--- src/rtl/decode_stage_hs.sv ---
// RV32I/M decode stage with valid/ready handshake and a main+skid output buffer.
// Decode is combinational from in_instr; payloads are held in two registered entries.
`ifndef ALU_WIDTH
`define ALU_WIDTH 14
`endif
`ifndef OPCODE_WIDTH
`define OPCODE_WIDTH 11
`endif
`ifndef EXCEPTION_WIDTH
`define EXCEPTION_WIDTH 4
`endif

module decode_stage_hs #(
    parameter bit M_EXT     = 1'b1,
    parameter int CNT_WIDTH = 32
) (
    input  logic                        clk,
    input  logic                        rst,
    input  logic                        in_valid,
    output logic                        in_ready,
    input  logic [31:0]                 in_instr,
    input  logic [31:0]                 in_pc,
    input  logic                        flush,
    output logic                        out_valid,
    input  logic                        out_ready,
    output logic [31:0]                 pc,
    output logic [4:0]                  rs1,
    output logic [4:0]                  rs2,
    output logic [4:0]                  rd,
    output logic [2:0]                  funct3,
    output logic [31:0]                 imm,
    output logic [`ALU_WIDTH-1:0]       alu_operation,
    output logic [`OPCODE_WIDTH-1:0]    opcode_type,
    output logic [7:0]                  mdu_op,
    output logic [`EXCEPTION_WIDTH-1:0] exception,
    output logic [CNT_WIDTH-1:0]        decoded_cnt,
    output logic [CNT_WIDTH-1:0]        illegal_cnt
);

    localparam logic [3:0] ALU_ADD  = 4'd0;
    localparam logic [3:0] ALU_SUB  = 4'd1;
    localparam logic [3:0] ALU_SLT  = 4'd2;
    localparam logic [3:0] ALU_SLTU = 4'd3;
    localparam logic [3:0] ALU_XOR  = 4'd4;
    localparam logic [3:0] ALU_OR   = 4'd5;
    localparam logic [3:0] ALU_AND  = 4'd6;
    localparam logic [3:0] ALU_SLL  = 4'd7;
    localparam logic [3:0] ALU_SRL  = 4'd8;
    localparam logic [3:0] ALU_SRA  = 4'd9;
    localparam logic [3:0] ALU_EQ   = 4'd10;
    localparam logic [3:0] ALU_NEQ  = 4'd11;
    localparam logic [3:0] ALU_GE   = 4'd12;
    localparam logic [3:0] ALU_GEU  = 4'd13;

    localparam int OPC_RTYPE  = 0;
    localparam int OPC_ITYPE  = 1;
    localparam int OPC_LOAD   = 2;
    localparam int OPC_STORE  = 3;
    localparam int OPC_BRANCH = 4;
    localparam int OPC_JAL    = 5;
    localparam int OPC_JALR   = 6;
    localparam int OPC_LUI    = 7;
    localparam int OPC_AUIPC  = 8;
    localparam int OPC_SYSTEM = 9;
    localparam int OPC_FENCE  = 10;

    localparam logic [6:0] OP_RTYPE  = 7'b0110011;
    localparam logic [6:0] OP_ITYPE  = 7'b0010011;
    localparam logic [6:0] OP_LOAD   = 7'b0000011;
    localparam logic [6:0] OP_STORE  = 7'b0100011;
    localparam logic [6:0] OP_BRANCH = 7'b1100011;
    localparam logic [6:0] OP_JAL    = 7'b1101111;
    localparam logic [6:0] OP_JALR   = 7'b1100111;
    localparam logic [6:0] OP_LUI    = 7'b0110111;
    localparam logic [6:0] OP_AUIPC  = 7'b0010111;
    localparam logic [6:0] OP_SYSTEM = 7'b1110011;
    localparam logic [6:0] OP_FENCE  = 7'b0001111;

    localparam logic [6:0] F7_BASE = 7'b0000000;
    localparam logic [6:0] F7_ALT  = 7'b0100000;
    localparam logic [6:0] F7_MUL  = 7'b0000001;

    typedef struct packed {
        logic [31:0]                 pc;
        logic [4:0]                  rs1;
        logic [4:0]                  rs2;
        logic [4:0]                  rd;
        logic [2:0]                  funct3;
        logic [31:0]                 imm;
        logic [`ALU_WIDTH-1:0]       alu_operation;
        logic [`OPCODE_WIDTH-1:0]    opcode_type;
        logic [7:0]                  mdu_op;
        logic [`EXCEPTION_WIDTH-1:0] exception;
    } payload_t;

    function automatic logic [3:0] arith_sel(input logic [2:0] f, input logic alt);
        logic [3:0] s;
        case (f)
            3'b000:  s = alt ? ALU_SUB : ALU_ADD;
            3'b001:  s = ALU_SLL;
            3'b010:  s = ALU_SLT;
            3'b011:  s = ALU_SLTU;
            3'b100:  s = ALU_XOR;
            3'b101:  s = alt ? ALU_SRA : ALU_SRL;
            3'b110:  s = ALU_OR;
            default: s = ALU_AND;
        endcase
        return s;
    endfunction

    logic [6:0]  opcode;
    logic [2:0]  f3;
    logic [6:0]  f7;
    logic [11:0] sys;
    logic [31:0] imm_i;

    assign opcode = in_instr[6:0];
    assign f3     = in_instr[14:12];
    assign f7     = in_instr[31:25];
    assign sys    = in_instr[31:20];
    assign imm_i  = {{20{in_instr[31]}}, in_instr[31:20]};

    payload_t   dec;
    logic       illegal;
    logic       m_op;
    logic       ecall;
    logic       ebreak;
    logic       mret;
    logic [3:0] alu_sel;

    always_comb begin
        dec        = '0;
        dec.pc     = in_pc;
        dec.rs1    = in_instr[19:15];
        dec.rs2    = in_instr[24:20];
        dec.rd     = in_instr[11:7];
        dec.funct3 = f3;
        illegal    = 1'b0;
        m_op       = 1'b0;
        ecall      = 1'b0;
        ebreak     = 1'b0;
        mret       = 1'b0;
        alu_sel    = ALU_ADD;
        unique case (opcode)
            OP_RTYPE: begin
                dec.opcode_type[OPC_RTYPE] = 1'b1;
                m_op    = M_EXT && (f7 == F7_MUL);
                alu_sel = arith_sel(f3, in_instr[30]);
                illegal = !((f7 == F7_BASE) || m_op ||
                            ((f7 == F7_ALT) && ((f3 == 3'b000) || (f3 == 3'b101))));
            end
            OP_ITYPE: begin
                dec.opcode_type[OPC_ITYPE] = 1'b1;
                dec.imm = imm_i;
                // addi has no subtract form; bit 30 only selects SRA
                alu_sel = (f3 == 3'b000) ? ALU_ADD : arith_sel(f3, in_instr[30]);
                illegal = ((f3 == 3'b001) && (f7 != F7_BASE)) ||
                          ((f3 == 3'b101) && (f7 != F7_BASE) && (f7 != F7_ALT));
            end
            OP_LOAD: begin
                dec.opcode_type[OPC_LOAD] = 1'b1;
                dec.imm = imm_i;
                illegal = (f3 == 3'b011) || (f3 == 3'b110) || (f3 == 3'b111);
            end
            OP_STORE: begin
                dec.opcode_type[OPC_STORE] = 1'b1;
                dec.imm = {{20{in_instr[31]}}, in_instr[31:25], in_instr[11:7]};
                illegal = (f3 >= 3'b011);
            end
            OP_BRANCH: begin
                dec.opcode_type[OPC_BRANCH] = 1'b1;
                dec.imm = {{19{in_instr[31]}}, in_instr[31], in_instr[7],
                           in_instr[30:25], in_instr[11:8], 1'b0};
                case (f3)
                    3'b000:  alu_sel = ALU_EQ;
                    3'b001:  alu_sel = ALU_NEQ;
                    3'b100:  alu_sel = ALU_SLT;
                    3'b101:  alu_sel = ALU_GE;
                    3'b110:  alu_sel = ALU_SLTU;
                    3'b111:  alu_sel = ALU_GEU;
                    default: illegal = 1'b1;
                endcase
            end
            OP_JAL: begin
                dec.opcode_type[OPC_JAL] = 1'b1;
                dec.imm = {{11{in_instr[31]}}, in_instr[31], in_instr[19:12],
                           in_instr[20], in_instr[30:21], 1'b0};
            end
            OP_JALR: begin
                dec.opcode_type[OPC_JALR] = 1'b1;
                dec.imm = imm_i;
                illegal = (f3 != 3'b000);
            end
            OP_LUI: begin
                dec.opcode_type[OPC_LUI] = 1'b1;
                dec.imm = {in_instr[31:12], 12'd0};
            end
            OP_AUIPC: begin
                dec.opcode_type[OPC_AUIPC] = 1'b1;
                dec.imm = {in_instr[31:12], 12'd0};
            end
            OP_SYSTEM: begin
                dec.opcode_type[OPC_SYSTEM] = 1'b1;
                dec.imm = {20'd0, sys};
                if (f3 == 3'b100) begin
                    illegal = 1'b1;
                end else if (f3 == 3'b000) begin
                    ecall   = (sys == 12'h000);
                    ebreak  = (sys == 12'h001);
                    mret    = (sys == 12'h302);
                    illegal = !(ecall || ebreak || mret || (sys == 12'h105));
                end
            end
            OP_FENCE: begin
                dec.opcode_type[OPC_FENCE] = 1'b1;
                dec.imm = imm_i;
            end
            default: illegal = 1'b1;
        endcase
        dec.alu_operation = m_op ? '0 : (`ALU_WIDTH'(1) << alu_sel);
        dec.mdu_op        = m_op ? (8'd1 << f3) : 8'd0;
        dec.exception     = {mret, ebreak, ecall, illegal};
    end

    payload_t             main_q, main_d;
    payload_t             skid_q, skid_d;
    logic                 main_valid_q, main_valid_d;
    logic                 skid_valid_q, skid_valid_d;
    logic [CNT_WIDTH-1:0] dec_cnt_q, dec_cnt_d;
    logic [CNT_WIDTH-1:0] ill_cnt_q, ill_cnt_d;
    logic                 accept;
    logic                 consume;

    assign accept  = in_valid && !skid_valid_q && !flush;
    assign consume = main_valid_q && out_ready;

    always_comb begin
        main_d       = main_q;
        skid_d       = skid_q;
        main_valid_d = main_valid_q;
        skid_valid_d = skid_valid_q;
        dec_cnt_d    = dec_cnt_q;
        ill_cnt_d    = ill_cnt_q;
        if (consume) begin
            main_valid_d = 1'b0;
            dec_cnt_d    = dec_cnt_q + CNT_WIDTH'(1);
            if (main_q.exception[0]) ill_cnt_d = ill_cnt_q + CNT_WIDTH'(1);
        end
        // accept cannot coincide with a skid transfer: in_ready is low then
        if (consume && skid_valid_q && !flush) begin
            main_d       = skid_q;
            main_valid_d = 1'b1;
            skid_valid_d = 1'b0;
        end else if (accept) begin
            if (!main_valid_q || out_ready) begin
                main_d       = dec;
                main_valid_d = 1'b1;
            end else begin
                skid_d       = dec;
                skid_valid_d = 1'b1;
            end
        end
        if (flush) begin
            main_valid_d = 1'b0;
            skid_valid_d = 1'b0;
        end
    end

    always_ff @(posedge clk or posedge rst) begin
        if (rst) begin
            main_q       <= '0;
            skid_q       <= '0;
            main_valid_q <= 1'b0;
            skid_valid_q <= 1'b0;
            dec_cnt_q    <= '0;
            ill_cnt_q    <= '0;
        end else begin
            main_q       <= main_d;
            skid_q       <= skid_d;
            main_valid_q <= main_valid_d;
            skid_valid_q <= skid_valid_d;
            dec_cnt_q    <= dec_cnt_d;
            ill_cnt_q    <= ill_cnt_d;
        end
    end

    assign in_ready      = !skid_valid_q;
    assign out_valid     = main_valid_q;
    assign pc            = main_q.pc;
    assign rs1           = main_q.rs1;
    assign rs2           = main_q.rs2;
    assign rd            = main_q.rd;
    assign funct3        = main_q.funct3;
    assign imm           = main_q.imm;
    assign alu_operation = main_q.alu_operation;
    assign opcode_type   = main_q.opcode_type;
    assign mdu_op        = main_q.mdu_op;
    assign exception     = main_q.exception;
    assign decoded_cnt   = dec_cnt_q;
    assign illegal_cnt   = ill_cnt_q;

endmodule

--- config.mk ---
export PLATFORM = sky130hd
export DESIGN_NAME = decode_stage_hs
export DESIGN_NICKNAME = d
export VERILOG_FILES = /design/src/rtl/decode_stage_hs.sv
export SDC_FILE = /design/constraint.sdc
export NUM_CORES = 1
export LEC_CHECK = 0
export BUFFER_PORTS_ARGS = -buffer_cell sky130_fd_sc_hd__buf_4
export CAP_MARGIN = 25
export CELL_PAD_IN_SITES_DETAIL_PLACEMENT = 0
export CELL_PAD_IN_SITES_GLOBAL_PLACEMENT = 2
export CORE_UTILIZATION = 37
export DETAILED_ROUTE_END_ITERATION = 10
export PLACE_DENSITY = 0.89
export SLEW_MARGIN = 10
export SYNTH_ARGS = -nofsm -noshare
export SYNTH_HDL_FRONTEND = slang
export SYNTH_SLANG_ARGS = --single-unit
--- constraint.sdc ---
create_clock -name clk -period 29.1 [get_ports clk]
set_input_delay 5.82 -clock clk [delete_from_list [all_inputs] [get_ports clk]]
set_output_delay 5.82 -clock clk [all_outputs]
set_load 0.02 [all_outputs]
==> results of run 1 <==
==> where the power goes <==
| part | leakage [uW] | total [uW] | switching, uW | internal, uW |
|---|---|---|---|---|
| clock network | 0.000581 | 440 | 183 | 257 |
| registers | 0.00391 | 504 | 32.4 | 471 |
| logic | 0.00333 | 179 | 103 | 76.4 |
==> critical path, cell delays in order <==
cell     delay, ps
buf_4          150
nor3_1         330
nand3_4        530
buf_4          570
buf_4          440
nor2_1         390
a22o_1         190
==> layer usage <==
metal	routed length (um)	part of all wire	vias up
met4	854	0.022	0
li1	-	-	5234
met1	18000	0.46	5364
met2	17300	0.45	343
met3	2570	0.066	53
met5	0	0	-
==> final timing paths <==
path / from / end / slack [ps] / cells after the start
worst max-delay path: flush / skid_q[44]$_DFFE_PP0P_ / 21100 / 7
worst min-delay path: decoded_cnt[31]$_DFFE_PP0P_ / decoded_cnt[31]$_DFFE_PP0P_ / 470 / 1
worst max register to register: skid_valid_q$_DFFE_PP0P_ / skid_q[44]$_DFFE_PP0P_ / 26130 / 6
worst min register to register: decoded_cnt[31]$_DFFE_PP0P_ / decoded_cnt[31]$_DFFE_PP0P_ / 470 / 1
max in group asynchronous: rst / rs2[4]$_DFFE_PP0P_ / 22330 / 3
min in group asynchronous: rst / skid_q[105]$_DFFE_PP0P_ / 5430 / 2
==> cells in the final DEF, fill, tap and decap left out, types with 20 or more instances in the layout <==
cell type	n
a21oi_1	58
a22oi_1	26
a31oi_1	65
buf_4	265
clkbuf_16	37
dfrtp_1	304
mux2_2	50
nand2_1	242
nand3_1	36
nand4_1	25
nor2_1	123
nor3_1	21
o21ai_0	93
xnor2_1	43
xor2_1	20
==> cells in the mapped netlist, types with 3 or more instances <==
master	n	area share
dfrtp_1	304	0.56
nand2_1	242	0.067
nor2_1	123	0.034
o21ai_0	93	0.034
a31oi_1	65	0.030
a21oi_1	58	0.021
mux2_2	50	0.041
clkbuf_1	48	0.013
xnor2_1	43	0.028
nand3_1	37	0.014
buf_2	33	0.012
a22oi_1	26	0.014
nand4_1	25	0.011
nor3_1	22	0.0081
xor2_1	20	0.013
a21o_1	19	0.010
o31ai_1	15	0.0083
a22o_1	13	0.0084
inv_1	12	0.0033
buf_1	7	0.0019
nand2b_1	7	0.0032
nor2b_1	7	0.0032
or3_1	7	0.0032
and2_1	6	0.0028
nor4_1	5	0.0023
or4_1	5	0.0028
a211oi_1	4	0.0022
o41ai_1	4	0.0026
and3_1	3	0.0014
nand3b_1	3	0.0017
o21a_1	3	0.0017
o311ai_0	3	0.0019
==> sequential cells by signal, summed over array words and instances (netlist names), 8 cells and up <==
name / count
mdu_op: 8
decoded_cnt: 32
opcode_type: 11
skid_q: 119
pc: 32
alu_operation: 14
imm: 32
illegal_cnt: 32
==> cell families after synthesis <==
family                     Yosys count  share of synthesized area
muxes                               51                     0.0421
AOI/OAI and AO/OA                  327                      0.150
and+or+nand+nor                    515                      0.172
adders and majority gates            3                    0.00267
DFF                                304                      0.559
xor gates and xnor gates            63                     0.0405
buffers and inverters              104                     0.0328
==> cell type report <==
cell class	count	area, um2
clock buffer	53	1070
clock inverter	14	98.8
fill	3374	18900
inverter	14	60.1
multi-input combinational	959	5590
sequential	304	7610
tap	461	577
timing repair buffer	267	2020
==> per-stage QoR <==
stage / total power (uW) / hold WS [ps] / area, um2 / util / instances
6_report: 1120 / 471 / 17000 / 0.474 / 2072
5_1_grt: 1170 / 487 / 17000 / 0.474 / 2072
4_1_cts: 1140 / 474 / 17000 / 0.474 / 2071
3_5_place_dp: 693 / 465 / 15800 / 0.441 / 2004
3_3_place_gp: 688 / 457 / 15800 / 0.440 / 2003
2_1_floorplan: 608 / 443 / 13600 / - / 1367
==> impl_metrics.json, run 1 <==
{
  "status": "complete, no violations",
  "cp.arrival_ps": 8460,
  "port_buffers": 253,
  "irDropWorstVdd_mv": 0.0361,
  "syn_area_um2": 13600,
  "clock_skew_ps": 9.55,
  "syn_to_final_growth_pct": 25.1,
  "htree_levels": 2,
  "pwr_density_cell_nw_per_um2": 66.0,
  "drive_gt1_frac": 0.251,
  "met2_usage": 0.313,
  "synth-async-reset-ratio": 1.00,
  "fp.dieW_um": 194,
  "setup_viol": 0,
  "fp.coreArea_um2": 35900,
  "row_count": 69,
  "relSlewSlack": 0.331,
  "clkLatencyLatePin_ps": 520,
  "clk_pin_slew_ps": 60,
  "synthesis.nets": 1438,
  "io_pins": 254,
  "dr_total_vias": 11000,
  "grt_overflow_total": 0,
  "ant_nets": 0,
  "wl_per_cell_um": 18.7,
  "hp-class": "register to register",
  "crit_fanout": 73,
  "totalWireLength_um": 38600,
  "synth_edf_count": 0,
  "grt_pass1_wl_um": 61100,
  "fin_nets": 1654,
  "setup.worst_path.start_class": "primary input",
  "cts_buffer_depth": 3,
  "required_ps": 29560,
  "min_period_over_period": 0.275,
  "crit_path_end_kind": "register",
  "worst_slew_pin_slew_ps": 997,
  "synth_ff_type": "dfrtp_1",
  "crit_type": "primary input to register",
  "slew_violations": 0,
  "synth_area_per_cell_um2": 9.96,
  "diodes": 0,
  "place_congestion": 0.839,
  "leakagePower_uw": 0.00783,
  "syn_inst": 1367,
  "antenna_found_initial": 0,
  "gr-usage-met3": 0.0438,
  "post-cts-setup-buffers": 0,
  "route.detailed.drc": 0,
  "die_area_um2": 37600,
  "root_buffer": "clkbuf_16",
  "fin_tns_setup_ps": 0,
  "timing.fmax_mhz": 125,
  "finalHoldViolations": 0,
  "grt_busiest_layer": "met2",
  "dp_slack_ps": 20520,
  "firstDrtPassIters": 7,
  "grt_pass1_vias": 10400,
  "cap_viol_max_count": 0,
  "initial_core_util": 0.379,
  "layout_setup_ws_ps": 21100,
  "cts_tree": "built",
  "rsz0062_at_grt": "false",
  "track_usage": 0.203,
  "grt_util_met1": 0.289,
  "synth_seq_cells": 304,
  "yosysWarnings": 0,
  "cts_buffers": 37,
  "clock_sinks": 304,
  "cts_hold_buffers": 0,
  "ctsResizeCount": 0,
  "die_h_um": 194,
  "yosysSeqAreaShare": 0.559,
  "period_needed_ps": 8000,
  "dp_hpwl_um": 25600,
  "ys_types": 72,
  "vias_per_cell": 5.31,
  "grt_max_degree": 108,
  "dr.first_iter.drc_count": 786
}
Power figures use the tool's default switching activity.
==> inputs of run 2 (changes only) <==
--- a/config.mk
+++ b/config.mk
@@ -9,9 +9,9 @@
 export CAP_MARGIN = 25
 export CELL_PAD_IN_SITES_DETAIL_PLACEMENT = 0
 export CELL_PAD_IN_SITES_GLOBAL_PLACEMENT = 2
-export CORE_UTILIZATION = 37
+export CORE_UTILIZATION = 35
 export DETAILED_ROUTE_END_ITERATION = 10
-export PLACE_DENSITY = 0.89
+export PLACE_DENSITY = 0.85
 export SLEW_MARGIN = 10
 export SYNTH_ARGS = -nofsm -noshare
 export SYNTH_HDL_FRONTEND = slang
==> constraint.sdc (replaced) <==
create_clock -name clk -period 7.6 [get_ports clk]
set_input_delay 1.52 -clock clk [delete_from_list [all_inputs] [get_ports clk]]
set_output_delay 1.52 -clock clk [all_outputs]
set_load 0.02 [all_outputs]
==> impl_metrics.json, run 2 (same netlist as run 1, synthesis figures left out) <==
{
  "crit_type": "primary input to register",
  "stdcell_count": 2118,
  "grt_overflow_total": 0,
  "fin_tns_setup_ps": 0,
  "vias_per_cell": 5.17,
  "clock_skew_ps": 13.6,
  "hold_end": "illegal_cnt[31]$_DFFE_PP0P_",
  "clkLatencyLatePin_ps": 530,
  "switchingPower_uw": 1200,
  "wl_per_cell_um": 18.3,
  "largest_register": "skid_q",
  "irDropWorstVdd_mv": 0.114,
  "r2r_cells": 7,
  "grt_pass1_wl_um": 60900,
  "totalWireLength_um": 38800,
  "track_usage": 0.197,
  "fin_nets": 1654,
  "route.detailed.drc": 0,
  "slew_violations": 0,
  "cp.arrival_ps": 3820,
  "clock_sinks": 304,
  "port_buffers": 253,
  "ant_nets": 0,
  "grt_max_degree": 156,
  "worst_slew_pin_slew_ps": 1010,
  "antenna_found_initial": 1,
  "required_ps": 8080,
  "drive_gt1_frac": 0.252,
  "dr_total_vias": 10900,
  "dp_cells": 2054,
  "relSlewSlack": 0.326,
  "ctsResizeCount": 0,
  "finalHoldViolations": 0,
  "n_fill_cell": 3636,
  "pwr_density_cell_nw_per_um2": 255,
  "place_congestion": 0.800,
  "post-cts-setup-buffers": 0,
  "largest_reg_flops": 119,
  "final_cell_mix": "dfrtp_1 (304), buf_4 (265), nand2_1 (242)",
  "clk_pin_slew_ps": 60,
  "setup.worst_path.start_class": "primary input",
  "grt_pass1_vias": 10400,
  "cap_viol_max_count": 0,
  "row_count": 71,
  "dp_hpwl_um": 25900,
  "final_area_um2": 17100,
  "syn_to_final_growth_pct": 25.8,
  "crit_start": "flush",
  "fp.dieW_um": 199,
  "post-route-util": 0.451,
  "hp-start": "illegal_cnt[31]$_DFFE_PP0P_",
  "power.internal_uw": 3160,
  "final_common_cell": "dfrtp_1",
  "rsz0062_at_grt": "false",
  "hold_depth": 1,
  "p_sw_frac": 0.276,
  "cts_hold_buffers": 0,
  "dr.first_iter.drc_count": 659,
  "combPwrFrac": 0.156,
  "r2r-start": "out_valid$_DFF_PP0_",
  "cts_buffer_depth": 3,
  "hp-class": "register to register",
  "period_needed_ps": 3340,
  "io_pins": 254,
  "regToRegSetupSlack_ps": 4730,
  "die_h_um": 199,
  "pwr-share-clk": 0.401,
  "cts_tree": "built",
  "root_buffer": "clkbuf_16",
  "setup_viol": 0,
  "timing.fmax_mhz": 299,
  "status": "complete, no violations",
  "rr_endpoint": "imm[0]$_DFFE_PP0P_",
  "min_period_over_period": 0.440,
  "power_frac_seq": 0.443,
  "placed_area_um2": 15900,
  "die_area_um2": 39700,
  "initial_core_util": 0.359,
  "cts_buffers": 36,
  "htree_levels": 2,
  "crit_path_end_kind": "register",
  "fp.coreArea_um2": 37900,
  "firstDrtPassIters": 7,
  "leakagePower_uw": 0.00783,
  "crit_fanout": 96
}
-- run 2: power groups by stage --
stage          Combinational, uW  Sequential (uW)  Clock (uW)
2_1_floorplan                275             2050           0
3_3_place_gp                 684             1950           0
3_5_place_dp                 694             1960           0
4_1_cts                      695             1930        1800
5_1_grt                      748             1960        1870
6_report                     682             1930        1750
-- run 2: metrics by stage --
| step | hold WS [ps] | setup WS (ps) | power (uW) |
|---|---|---|---|
| floorplan | 443 | 2040 | 2330 |
| global placement | 456 | 3560 | 2640 |
| detailed placement | 461 | 3540 | 2650 |
| CTS | 472 | 4100 | 4430 |
| global route | 488 | 4030 | 4570 |
| finish | 470 | 4260 | 4360 |
-- run 2: per-layer routing --
metal / vias to the layer above / routed length, um / GRT usage
met5: - / 0 / 0
met4: 0 / 1060 / 0.0689
met3: 65 / 3030 / 0.0592
met2: 318 / 17300 / 0.295
met1: 5328 / 17500 / 0.270
li1: 5232 / - / -
-- run 2: worst max-delay path, stage by stage --
cell and delay (ps):
buf_4 150, nor4_4 260, buf_4 780, buf_4 570, o21ai_0 190, a21oi_1 200
a21o_1 100
-- run 2: cell type report --
class | instances | area [um2] | area share
Clock inverter | 17 | 199 | 0.0116
Antenna cell | 1 | 2.50 | 0.000146
Multi-Input combinational cell | 959 | 5590 | 0.326
Sequential cell | 304 | 7610 | 0.444
Inverter | 14 | 56.3 | 0.00329
Timing Repair Buffer | 268 | 2040 | 0.119
Tap cell | 511 | 639 | 0.0373
Clock buffer | 44 | 992 | 0.0580
-- run 2: how the worst max path moves through the flow --
stage                                   endpoint  slack (ps)  depth (start not counted)
CTS                       skid_q[46]$_DFFE_PP0P_        4100                          6
global placement          skid_q[44]$_DFFE_PP0P_        3560                          6
detailed placement        skid_q[44]$_DFFE_PP0P_        3540                          6
finish                        imm[0]$_DFFE_PP0P_        4260                          7
floorplan           alu_operation[0]$_DFFE_PP0P_        2040                          1
global route                 imm[18]$_DFFE_PP0P_        4030                          7
==> inputs of run 3 (changes only) <==
--- a/config.mk
+++ b/config.mk
@@ -9,9 +9,9 @@
 export CAP_MARGIN = 25
 export CELL_PAD_IN_SITES_DETAIL_PLACEMENT = 0
 export CELL_PAD_IN_SITES_GLOBAL_PLACEMENT = 2
-export CORE_UTILIZATION = 35
+export CORE_UTILIZATION = 31
 export DETAILED_ROUTE_END_ITERATION = 10
-export PLACE_DENSITY = 0.85
+export PLACE_DENSITY = 0.8
 export SLEW_MARGIN = 10
 export SYNTH_ARGS = -nofsm -noshare
 export SYNTH_HDL_FRONTEND = slang
==> constraint.sdc (replaced) <==
create_clock -name clk -period 2.7 [get_ports clk]
set_input_delay 0.54 -clock clk [delete_from_list [all_inputs] [get_ports clk]]
set_output_delay 0.54 -clock clk [all_outputs]
set_load 0.02 [all_outputs]
==> impl_metrics.json, run 3 (same netlist as run 1, synthesis figures left out) <==
{
  "hp-class": "primary input to register",
  "fin_nets": 1686,
  "final_area_um2": 17500,
  "r2r-start": "out_valid$_DFF_PP0_",
  "largest_register": "skid_q",
  "clk_pin_slew_ps": 60,
  "port_buffers": 253,
  "hold_depth": 2,
  "leakagePower_uw": 0.00803,
  "rr_endpoint": "illegal_cnt[31]$_DFFE_PP0P_",
  "grt_max_degree": 87,
  "dr_total_vias": 11000,
  "required_ps": 3150,
  "irDropWorstVdd_mv": 0.398,
  "finalHoldViolations": 0,
  "crit_fanout": 9,
  "crit_path_end_kind": "register",
  "route.detailed.drc": 0,
  "drive_gt1_frac": 0.263,
  "setup_viol": 0,
  "die_h_um": 212,
  "ant_nets": 0,
  "syn_to_final_growth_pct": 28.9,
  "cap_viol_max_count": 0,
  "relSlewSlack": 0.626,
  "post-route-util": 0.406,
  "clock_skew_ps": 22.5,
  "clkLatencyLatePin_ps": 550,
  "wl_per_cell_um": 18.7,
  "regToRegSetupSlack_ps": 480,
  "setup.worst_path.start_class": "register",
  "timing.fmax_mhz": 450,
  "grt_overflow_total": 0,
  "fin_hold_ws_ps": 233,
  "firstDrtPassIters": 5,
  "track_usage": 0.189,
  "slew_violations": 0,
  "dr.first_iter.drc_count": 913,
  "diodes": 0,
  "totalWireLength_um": 41600,
  "cp.arrival_ps": 2670,
  "root_buffer": "clkbuf_16",
  "io_pins": 254,
  "final_cell_mix": "dfrtp_1 (304), buf_4 (286), nand2_1 (242)",
  "antenna_found_initial": 1,
  "r2r_cells": 6,
  "placed_area_um2": 16400,
  "vias_per_cell": 4.95,
  "hp-start": "in_instr[26]",
  "min_period_over_period": 0.822,
  "dp_hpwl_um": 28200,
  "largest_reg_flops": 119,
  "power_uw": 12300,
  "grt_pass1_wl_um": 65400,
  "htree_levels": 2,
  "fp.dieW_um": 212,
  "final_common_cell": "dfrtp_1",
  "die_area_um2": 44700,
  "cts_tree": "built",
  "initial_core_util": 0.315,
  "place_congestion": 0.799,
  "clock_sinks": 304,
  "period_needed_ps": 2220,
  "status": "complete, no violations",
  "grt_pass1_vias": 10800,
  "cts_buffers": 37,
  "pwr_density_cell_nw_per_um2": 698,
  "worst_slew_pin_slew_ps": 559,
  "cts_buffer_depth": 3,
  "hold_end": "imm[6]$_DFFE_PP0P_",
  "row_count": 76,
  "crit_type": "register to register",
  "fp.coreArea_um2": 43200,
  "rsz0062_at_grt": "false"
}
run 3: changes by cell type in the layout (fill, tap and decap cells not counted), moves of 2 or more:
| cell | delta |
|---|---|
| bufinv_16 | -3 |
| buf_12 | +10 |
| clkbuf_1 | +6 |
| clkinvlp_4 | -2 |
| clkbuf_16 | +2 |
| buf_4 | +21 |
run 3: worst max-delay path: stages (launching register included):
cell and delay [ps]:
dfrtp_1 540, nand2_1 290, nor3_1 330, and3_1 380, nand4_4 180, nor3_1 250
xor2_1 170
run 3: power by group:
group / leakage, uW / total (uW) / internal, uW / switching, uW
clock network: 0.000578 / 4820 / 2850 / 1970
registers: 0.00391 / 5430 / 5080 / 352
logic: 0.00354 / 2000 / 857 / 1140
total: 0.00803 / 12300 / 8790 / 3460
run 3: worst max-delay path by stage:
stage | from | end | depth (start not counted)
after floorplan | rst | alu_operation[0]$_DFFE_PP0P_ | 1
after global placement | in_instr[5] | alu_operation[12]$_DFFE_PP0P_ | 7
after detailed placement | in_instr[27] | mdu_op[4]$_DFFE_PP0P_ | 7
after CTS | out_valid$_DFF_PP0_ | pc[16]$_DFFE_PP0P_ | 6
after global routing | out_valid$_DFF_PP0_ | pc[16]$_DFFE_PP0P_ | 6
final | out_valid$_DFF_PP0_ | illegal_cnt[31]$_DFFE_PP0P_ | 6
run 3: per-layer routing:
| layer | vias up | track usage | wire (um) |
|---|---|---|---|
| met5 | - | 0 | 17 |
| met4 | 2 | 0.0585 | 998 |
| met3 | 70 | 0.0528 | 3020 |
| met2 | 287 | 0.288 | 18700 |
| met1 | 5355 | 0.258 | 18900 |
| li1 | 5302 | - | - |
run 3: repair_timing:
action | CTS | global route
gates resized for setup | 0 | 0
hold buffers | 1 | 0
endpoints found under the hold margin | 5 | 0
setup buffers | 0 | 0
endpoints found under the setup margin | 0 | 0
run 3: layout make-up:
type / count / area [um2]
repair buffers: 299 / 2400
well taps: 585 / 732
flip-flops and latches: 304 / 7610
inverters: 14 / 56.3
multi-input cells: 959 / 5580
fillers: 4262 / 25600
clock inverters: 14 / 108
clock buffers: 52 / 1060
run 3: per-stage QoR:
stage	instances	setup WS (ps)	setup TNS (ps)
final	2227	479	0
after global placement	2160	300	0
after detailed placement	2160	286	0
after global routing	2227	308	0
after floorplan	1367	-1880	-572430
after CTS	2227	476	0
